**src/rtl/fetch_sequencer_if.sv**
```systemverilog
// Fetch-sequencer handshake bundle: control from hazard/branch logic in, fetch address and status out.
interface fetch_sequencer_if #(
    parameter int unsigned PC_W = 32
);
    logic            start;
    logic            stall;
    logic            br_taken;
    logic [PC_W-1:0] br_target;
    logic            halt_req;
    logic [PC_W-1:0] pc;
    logic            fetch_valid;
    logic            flush;
    logic            done;
    logic            err;
    logic [7:0]      instr_count;

    modport master (
        output start, stall, br_taken, br_target, halt_req,
        input  pc, fetch_valid, flush, done, err, instr_count
    );

    modport slave (
        input  start, stall, br_taken, br_target, halt_req,
        output pc, fetch_valid, flush, done, err, instr_count
    );
endinterface

```
**src/rtl/fetch_sequencer.sv**
```systemverilog
// Program-counter owner for the IF stage: start, sequential fetch, stalls, redirects with
// flush bubbles, end-of-program detection and halt.
module fetch_sequencer #(
    parameter int unsigned PC_W         = 32,
    parameter int unsigned IMEM_BYTES   = 24,
    parameter int unsigned RESET_PC     = 0,
    parameter int unsigned FLUSH_CYCLES = 2
) (
    input logic               clk,
    input logic               rst,
    fetch_sequencer_if.slave  bus
);
    typedef enum logic [1:0] {StIdle, StRun, StFlush, StHalt} state_e;

    localparam logic [PC_W-1:0] ResetPc    = PC_W'(RESET_PC);
    localparam logic [PC_W-1:0] LastPc     = PC_W'(IMEM_BYTES - 4);
    localparam logic [PC_W-1:0] ImemEnd    = PC_W'(IMEM_BYTES);
    localparam logic [2:0]      BubbleInit = 3'(FLUSH_CYCLES - 1);

    state_e          state_q;
    logic [PC_W-1:0] pc_q;
    logic            flush_q;
    logic            done_q;
    logic            err_q;
    logic [7:0]      count_q;
    logic [2:0]      bubble_q;
    logic            fetch_valid;
    logic [PC_W-1:0] target;

    assign fetch_valid = (state_q == StRun) && !bus.stall;
    assign target      = bus.br_target & ~PC_W'(3);

    assign bus.pc          = pc_q;
    assign bus.fetch_valid = fetch_valid;
    assign bus.flush       = flush_q;
    assign bus.done        = done_q;
    assign bus.err         = err_q;
    assign bus.instr_count = count_q;

    always_ff @(posedge clk or posedge rst) begin
        if (rst) begin
            state_q  <= StIdle;
            pc_q     <= ResetPc;
            flush_q  <= 1'b0;
            done_q   <= 1'b0;
            err_q    <= 1'b0;
            count_q  <= 8'd0;
            bubble_q <= 3'd0;
        end else begin
            if (fetch_valid && count_q != 8'hFF) begin
                count_q <= count_q + 8'd1;
            end
            unique case (state_q)
                StIdle: begin
                    if (bus.start) state_q <= StRun;
                end
                StRun: begin
                    if (bus.halt_req) begin
                        state_q <= StHalt;
                        done_q  <= 1'b1;
                    end else if (bus.br_taken) begin
                        if (target < ImemEnd) begin
                            pc_q     <= target;
                            flush_q  <= 1'b1;
                            bubble_q <= BubbleInit;
                            state_q  <= StFlush;
                        end else begin
                            err_q   <= 1'b1;
                            done_q  <= 1'b1;
                            state_q <= StHalt;
                        end
                    end else if (!bus.stall) begin
                        // The last word is fetched this cycle; pc never wraps past it.
                        if (pc_q == LastPc) begin
                            done_q  <= 1'b1;
                            state_q <= StHalt;
                        end else begin
                            pc_q <= pc_q + PC_W'(4);
                        end
                    end
                end
                StFlush: begin
                    if (bus.halt_req) begin
                        flush_q <= 1'b0;
                        done_q  <= 1'b1;
                        state_q <= StHalt;
                    end else if (bubble_q == 3'd0) begin
                        flush_q <= 1'b0;
                        state_q <= StRun;
                    end else begin
                        bubble_q <= bubble_q - 3'd1;
                    end
                end
                StHalt: begin
                    if (bus.start) begin
                        pc_q    <= ResetPc;
                        err_q   <= 1'b0;
                        count_q <= 8'd0;
                        done_q  <= 1'b0;
                        state_q <= StRun;
                    end
                end
                default: state_q <= StIdle;
            endcase
        end
    end
endmodule

```
**src/flat_wrapper.sv**
```systemverilog
// flat-port wrapper written by rule: the top's interface ports become plain ports
module fetch_sequencer_flat 
#(
    parameter int unsigned PC_W         = 32,
    parameter int unsigned IMEM_BYTES   = 24,
    parameter int unsigned RESET_PC     = 0,
    parameter int unsigned FLUSH_CYCLES = 2
)
  (clk, rst, bus_start, bus_stall, bus_br_taken, bus_br_target, bus_halt_req, bus_pc, bus_fetch_valid, bus_flush, bus_done, bus_err, bus_instr_count);
  fetch_sequencer_if #(.PC_W(PC_W)) bus_i ();
  input logic clk;
  input logic rst;
  input wire logic [$bits(bus_i.start)-1:0] bus_start;
  input wire logic [$bits(bus_i.stall)-1:0] bus_stall;
  input wire logic [$bits(bus_i.br_taken)-1:0] bus_br_taken;
  input wire logic [$bits(bus_i.br_target)-1:0] bus_br_target;
  input wire logic [$bits(bus_i.halt_req)-1:0] bus_halt_req;
  output wire logic [$bits(bus_i.pc)-1:0] bus_pc;
  output wire logic [$bits(bus_i.fetch_valid)-1:0] bus_fetch_valid;
  output wire logic [$bits(bus_i.flush)-1:0] bus_flush;
  output wire logic [$bits(bus_i.done)-1:0] bus_done;
  output wire logic [$bits(bus_i.err)-1:0] bus_err;
  output wire logic [$bits(bus_i.instr_count)-1:0] bus_instr_count;
  assign bus_i.start = bus_start;
  assign bus_i.stall = bus_stall;
  assign bus_i.br_taken = bus_br_taken;
  assign bus_i.br_target = bus_br_target;
  assign bus_i.halt_req = bus_halt_req;
  assign bus_pc = bus_i.pc;
  assign bus_fetch_valid = bus_i.fetch_valid;
  assign bus_flush = bus_i.flush;
  assign bus_done = bus_i.done;
  assign bus_err = bus_i.err;
  assign bus_instr_count = bus_i.instr_count;
  fetch_sequencer #(.PC_W(PC_W), .IMEM_BYTES(IMEM_BYTES), .RESET_PC(RESET_PC), .FLUSH_CYCLES(FLUSH_CYCLES)) u_core (.clk(clk), .rst(rst), .bus(bus_i));
endmodule
```
**config.mk**
```make
export PLATFORM = sky130hd
export DESIGN_NAME = fetch_sequencer_flat
export DESIGN_NICKNAME = d
export VERILOG_FILES = /design/src/rtl/fetch_sequencer_if.sv /design/src/rtl/fetch_sequencer.sv /design/src/flat_wrapper.sv
export SDC_FILE = /design/constraint.sdc
export NUM_CORES = 1
export LEC_CHECK = 0
export ABC_AREA = 1
export CAP_MARGIN = 20
export CORE_MARGIN = 1
export CORE_UTILIZATION = 35
export CTS_BUF_LIST = sky130_fd_sc_hd__clkbuf_8
export DETAILED_ROUTE_END_ITERATION = 10
export SYNTH_ARGS = -nofsm -noshare
export SYNTH_HDL_FRONTEND = slang
export SYNTH_SLANG_ARGS = --single-unit
```
**constraint.sdc**
```tcl
create_clock -name clk -period 4.57 [get_ports clk]
set_input_delay 1.371 -clock clk [delete_from_list [all_inputs] [get_ports clk]]
set_output_delay 1.371 -clock clk [all_outputs]
set_load 0.05 [all_outputs]
```
==> results of run 1 <==
## routing by layer
layer / routed length, um / global-route usage / vias to the layer above
met5: 0 / 0 / -
met1: 5004 / 0.2668 / 1866
li1: - / - / 2022
met2: 5561 / 0.3813 / 134
met3: 642 / 0.03493 / 26
met4: 297 / 0.06137 / 0
## cells by family after synthesis
| family | after synthesis | share of synthesized area |
|---|---|---|
| xor gates and xnor gates | 8 | 0.01889 |
| buffers and inverters | 80 | 0.09278 |
| DFF | 46 | 0.3104 |
| adders and majority gates | 11 | 0.03711 |
| other | 1 | 0.001011 |
| and+or+nand+nor | 387 | 0.4393 |
| AOI/OAI and AO/OA | 65 | 0.1005 |
## stage by stage
step,cell area [um2],cells
3_3_place_gp,4566,798
2_1_floorplan,3712,599
4_1_cts,4652,806
3_5_place_dp,4566,798
5_1_grt,4672,807
6_report,4672,807
## power groups by stage
| stage | logic, mW | clock network, mW | registers (mW) |
|---|---|---|---|
| floorplan | 0.672 | 0 | 1.11 |
| global placement | 1.46 | 0 | 0.759 |
| detailed placement | 1.48 | 0 | 0.762 |
| CTS | 1.49 | 0.264 | 0.755 |
| global route | 1.61 | 0.275 | 0.780 |
| finish | 1.48 | 0.253 | 0.757 |
## cell usage in the layout, fill, tap and decap left out, drive strengths merged, types with 3 or more instances in the layout
cell type	instances
o21ai	45
buf	5
and2	3
nand3	59
inv	63
nor2	102
a21oi	10
ha	11
clkdlybuf4s50	76
clkbuf	5
or2	4
nor3	5
xor2	5
xnor2	3
dfrtp	46
nand2	208
clkinv	3
## worst max-delay path by stage
stage	endpoint	cells past startpoint	slack, ns	startpoint
2_1_floorplan	bus_fetch_valid	1	1.53	bus_stall
3_3_place_gp	u_core.bus.pc[16]	7	0.98	bus_br_taken
3_5_place_dp	u_core.bus.pc[16]	7	0.95	bus_br_taken
4_1_cts	bus_fetch_valid	3	0.98	bus_stall
5_1_grt	bus_fetch_valid	3	0.96	bus_stall
6_report	bus_fetch_valid	3	0.98	bus_stall
## registers in the layout (all words and copies together) (netlist names)
signal                  cells
u_core.bus.flush            1
u_core.bus.instr_count      8
u_core.bus.done             1
u_core.bus.err              1
u_core.bus.pc              30
u_core.state_q              2
u_core.bubble_q             3
## worst max-delay path, stage by stage
cell,delay (ns)
clkdlybuf4s50_1,0.46
nor2_4,0.16
buf_4,0.21
## synthesized netlist by cell type
master and instances:
nand2_1 200, nor2_1 96, inv_1 60, nand3_1 58, dfrtp_1 46, o21ai_0 24
o21ai_1 15, ha_1 11, a21oi_1 10, nand2_2 8, buf_4 6, o21ai_2 6
nor3_1 5, xor2_1 5, buf_2 4, clkbuf_1 4, nor2_4 4, or2_2 3
xnor2_1 3, a211oi_1 2, and2_0 2, buf_6 2, inv_2 2, nand3b_1 2
nand4_1 2, nor2_2 2, o221ai_1 2, o22ai_1 2, a31o_2 1, a31oi_1 1
and2_1 1, clkbuf_2 1, clkinv_1 1, conb_1 1, nand3_2 1, nor3b_1 1
nor4_1 1, o211ai_1 1, o21bai_1 1, or2_1 1
## area by class of cell
class	count	share of cell area
timing repair buffer	81	0.1735
tap	136	0.03642
inverter	63	0.05062
multi-input combinational	473	0.4746
clock buffer	5	0.01473
sequential	46	0.2464
clock inverter	3	0.003749
==> results.cfg, run 1 <==
[outcome]
outcome = finished clean

[cells_and_area]
drive_above_1_share = 0.05961
seqCellArea_um2 = 1151
multi_input_area_um2 = 2217
final_nets = 719
insertedDiodeCount = 0
num-fill-cells = 1126
syn2layout_area_growth_pct = 25.98
final_util = 0.4546

[route]
wl_per_cell_um = 14.26
ant_nets = 0
drtIter0Drc = 197
vias = 4048
first_pass_iters = 6
drt_wl_total_um = 11510
drc = 0
detail_route.vias_per_cell = 5.016

[global_route]
antenna_found_initial = 0
grt-ovfl-total = 0
grt_usage = 0.2148
grt_pass1_wl_um = 19030
grt_max_degree = 47
grt_pass1_vias = 3863

[synth]
syn_avg_cell_area_um2 = 6.202
syn_inst = 598
synth_top_cell_area_share = 0.3104
synth_area_leaders = dfrtp_1 31%, nand2_1 20%, nor2_1 9.7%, nand3_1 7.8%, inv_1 6.1%
synth_cell_types = 40
seq_area_frac_synth = 0.3104
yosysWarnings = 0
synth_area_um2 = 3709
yosys.area.top_type = dfrtp_1
synth_seq_cells = 46

[sta]
maxSlewViolCount = 0
clock_skew_ns = 0.004601
slew_headroom = 0.4614
timing.setup.tns_ns = 0
setup_viol = 0
min_period_ns = 3.586
fin_crit_sh = 0.7846
hold_viol_final = 0
hold_slack_ns = 0.4863
rsz0062_at_grt = false
worst_pin_slew_ns = 0.8070
worst_slack_ns = 0.9842
fmax_ghz = 0.2789

[worst_hold_path]
min_path_cells = 2
holdPathEnd = u_core.bus.done
hold_start = u_core.bus.done
hp-class = flop to flop

[cts]
cts_sinks = 46
postCtsHoldBufs = 0
cts_tree = done
cts.reportedPaths.clkPinSlew_ns = 0.09
cts_buffers = 5
htree_levels = 2
cts-root-buf = clkbuf_8
cts-resized-gates = 0
post-cts-setup-buffers = 0
clk_path_buf_depth = 2
clk-insertion-delay-late_ns = 0.30

[pwr]
seqPwrFrac = 0.304
p_sw_frac = 0.5461
ir_drop_v = 0.0002394
pwr_density_cell_nw_per_um2 = 532.6
clock_power_share = 0.102
total_power_mw = 2.488
switchingPower_mw = 1.359
internal_power_mw = 1.129
p_leak_nw = 2.090
combPwrFrac = 0.594

[critical_path]
startpoint_type = input pin
crit_fanout = 4
critPathKind = input pin to output port
worst-r2r-setup-slack_ns = 2.04
reg2reg_depth = 9
endpoint_kind = output port
r2r_start = u_core.state_q[0]
cp.required_ns = 3.20
worst_ep_arrival_time_ns = 2.21
timing.rr.end = u_core.bus.pc[25]

[floorplan]
row_count = 37
initial_utilization = 0.3608
core-area_um2 = 10280
die_w_um = 104.9
io_pins = 82
die-area_um2 = 11010
die_y_um = 104.9

[placed_design]
gp_congestion = 0.9639
port_buffers = 77
dp_hpwl_um = 8928
dp_slack_ns = 0.9503

[run]
cap_violations = 0
Note: power is estimated with default switching activity, not from simulation.
==> run 2: changes to the inputs <==
==> constraint.sdc (replaced) <==
create_clock -name clk -period 2.9 [get_ports clk]
set_input_delay 0.87 -clock clk [delete_from_list [all_inputs] [get_ports clk]]
set_output_delay 0.87 -clock clk [all_outputs]
set_load 0.05 [all_outputs]
==> run 2 against run 1 <==
Against the previous run: cell count is 0.62% higher; combinational power rose by 64%; clock skew grew 0.0053 ns; hold slack about the same; highest routed layer unchanged; critical path type is now flop to output port; sequential power grew 57%.
==> results.cfg, run 2 (synthesis gave the netlist of run 1 again) <==
[placed_design]
dp_hpwl_um = 8996
port_buffers = 77
gp_congestion = 0.9563
place_area_um2 = 4661

[route]
wl_per_cell_um = 14.25
vias = 4026
first_pass_iters = 4
drtIter0Drc = 167
detail_route.vias_per_cell = 4.958
ant_nets = 0
drc = 0
drt_wl_total_um = 11570

[cts]
clk_path_buf_depth = 2
cts_tree = done
cts.reportedPaths.clkPinSlew_ns = 0.10
cts_sinks = 46
clk-insertion-delay-late_ns = 0.31
htree_levels = 2
cts-resized-gates = 0
cts-root-buf = clkbuf_8
post-cts-setup-buffers = 0
cts_buffers = 5
postCtsHoldBufs = 0

[sta]
min_period_ns = 2.574
setup_viol = 0
fin_crit_sh = 0.8875
slew_headroom = 0.6440
hold_viol_final = 0
fmax_ghz = 0.3885
maxSlewViolCount = 0
timing.setup.tns_ns = 0
clock_skew_ns = 0.009951
rsz0062_at_grt = false
worst_pin_slew_ns = 0.5323

[critical_path]
critPathBufInv = 1
cp.required_ns = 2.03
startpoint_type = flop
endpoint_kind = output port
slowest_stage = clkdlybuf4s50_1
path_delay_family = buffers and inverters
cpPeakStageDelay_ns = 0.86
worst-r2r-setup-slack_ns = 0.96
critPathKind = flop to output port
crit_fanout = 7
worst_ep_arrival_time_ns = 1.70
path_cells = clkdlybuf4s50_1

[pwr]
pwr_density_cell_nw_per_um2 = 884.1
ir_drop_v = 0.0004148
p_leak_nw = 2.149

[cells_and_area]
largest_register_ffs = 30
insertedDiodeCount = 0
design_area_um2 = 4803
drive_above_1_share = 0.06805
final_nets = 724
num-fill-cells = 1082
final_cell_mix = 200 x nand2_1, 96 x nor2_1, 76 x clkdlybuf4s50_1
syn2layout_area_growth_pct = 29.52
layout_commonest_cell = nand2_1

[global_route]
grt_busiest_layer = met2
grt_max_degree = 41
antenna_found_initial = 0
grt-ovfl-total = 0
grt_pass1_wl_um = 19460
grtUsageMet1 = 0.2770
grt_usage = 0.2234
grt_pass1_vias = 3986
grtUsageMet3 = 0.03493
grtUsageMet2 = 0.3865

[floorplan]
die_w_um = 104.9
core-area_um2 = 10280
row_count = 37
die-area_um2 = 11010
io_pins = 82
initial_utilization = 0.3608
die_y_um = 104.9

[outcome]
outcome = finished clean

[worst_hold_path]
hp-class = flop to flop

[run]
cap_violations = 0
run 2: cell types whose count changed in the layout (fill, tap and decap cells not counted), sizes merged:
cell / change
buf: +5
bufinv: +2
clkbuf: +1
clkinv: -2
inv: -1
run 2: routing by layer:
layer / vias to the layer above / share of wire
met5: - / 0
met4: 0 / 0.029
met3: 25 / 0.062
met2: 115 / 0.48
met1: 1853 / 0.43
li1: 2033 / -
run 2: where the power goes:
part           total (mW)  internal, mW  switching (mW)
Combinational        2.43         0.846            1.59
Clock               0.621         0.368           0.253
Sequential           1.19         0.844           0.347
Total                4.25          2.06            2.19
run 2: layout make-up:
class / instances / area (um2) / area share
Multi-Input combinational cell: 473 / 2217 / 0.4616
Sequential cell: 46 / 1151 / 0.2396
Timing Repair Buffer: 86 / 885.9 / 0.1844
Inverter: 63 / 236.5 / 0.04923
Tap cell: 136 / 170.2 / 0.03543
Clock buffer: 6 / 82.58 / 0.01719
Clock inverter: 2 / 60.06 / 0.01250
run 2: path summary, 6_finish.rpt:
path,cells after the start,end,start
worst max-delay path,1,bus_pc[23],u_core.bus.pc[23]
worst min-delay path,2,u_core.bus.done,u_core.bus.done
worst max register to register,11,u_core.bus.pc[16],u_core.state_q[1]
min in group asynchronous,2,u_core.bus.pc[18],rst
worst min register to register,2,u_core.bus.done,u_core.bus.done
max in group asynchronous,3,u_core.bubble_q[1],rst
run 2: through the flow:
step	power, mW	utilization	setup WS (ns)	std cells	hold slack [ns]
floorplan	2.803	-	0.8623	599	0.4530
detailed placement	3.637	0.4535	0.2823	804	0.4646
global placement	3.596	0.4535	0.3016	804	0.4724
finish	4.247	0.4674	0.3262	812	0.4862
global route	4.534	0.4674	0.2763	812	0.5448
CTS	4.262	0.4674	0.3171	812	0.4914
==> run 3: changes to the inputs <==
--- a/config.mk
+++ b/config.mk
@@ -11,6 +11,7 @@
 export CORE_UTILIZATION = 35
 export CTS_BUF_LIST = sky130_fd_sc_hd__clkbuf_8
 export DETAILED_ROUTE_END_ITERATION = 10
+export SLEW_MARGIN = 0
 export SYNTH_ARGS = -nofsm -noshare
 export SYNTH_HDL_FRONTEND = slang
 export SYNTH_SLANG_ARGS = --single-unit
==> results of run 3 <==
Same layout as run 2: the final DEF is identical, and so are final timing and power.
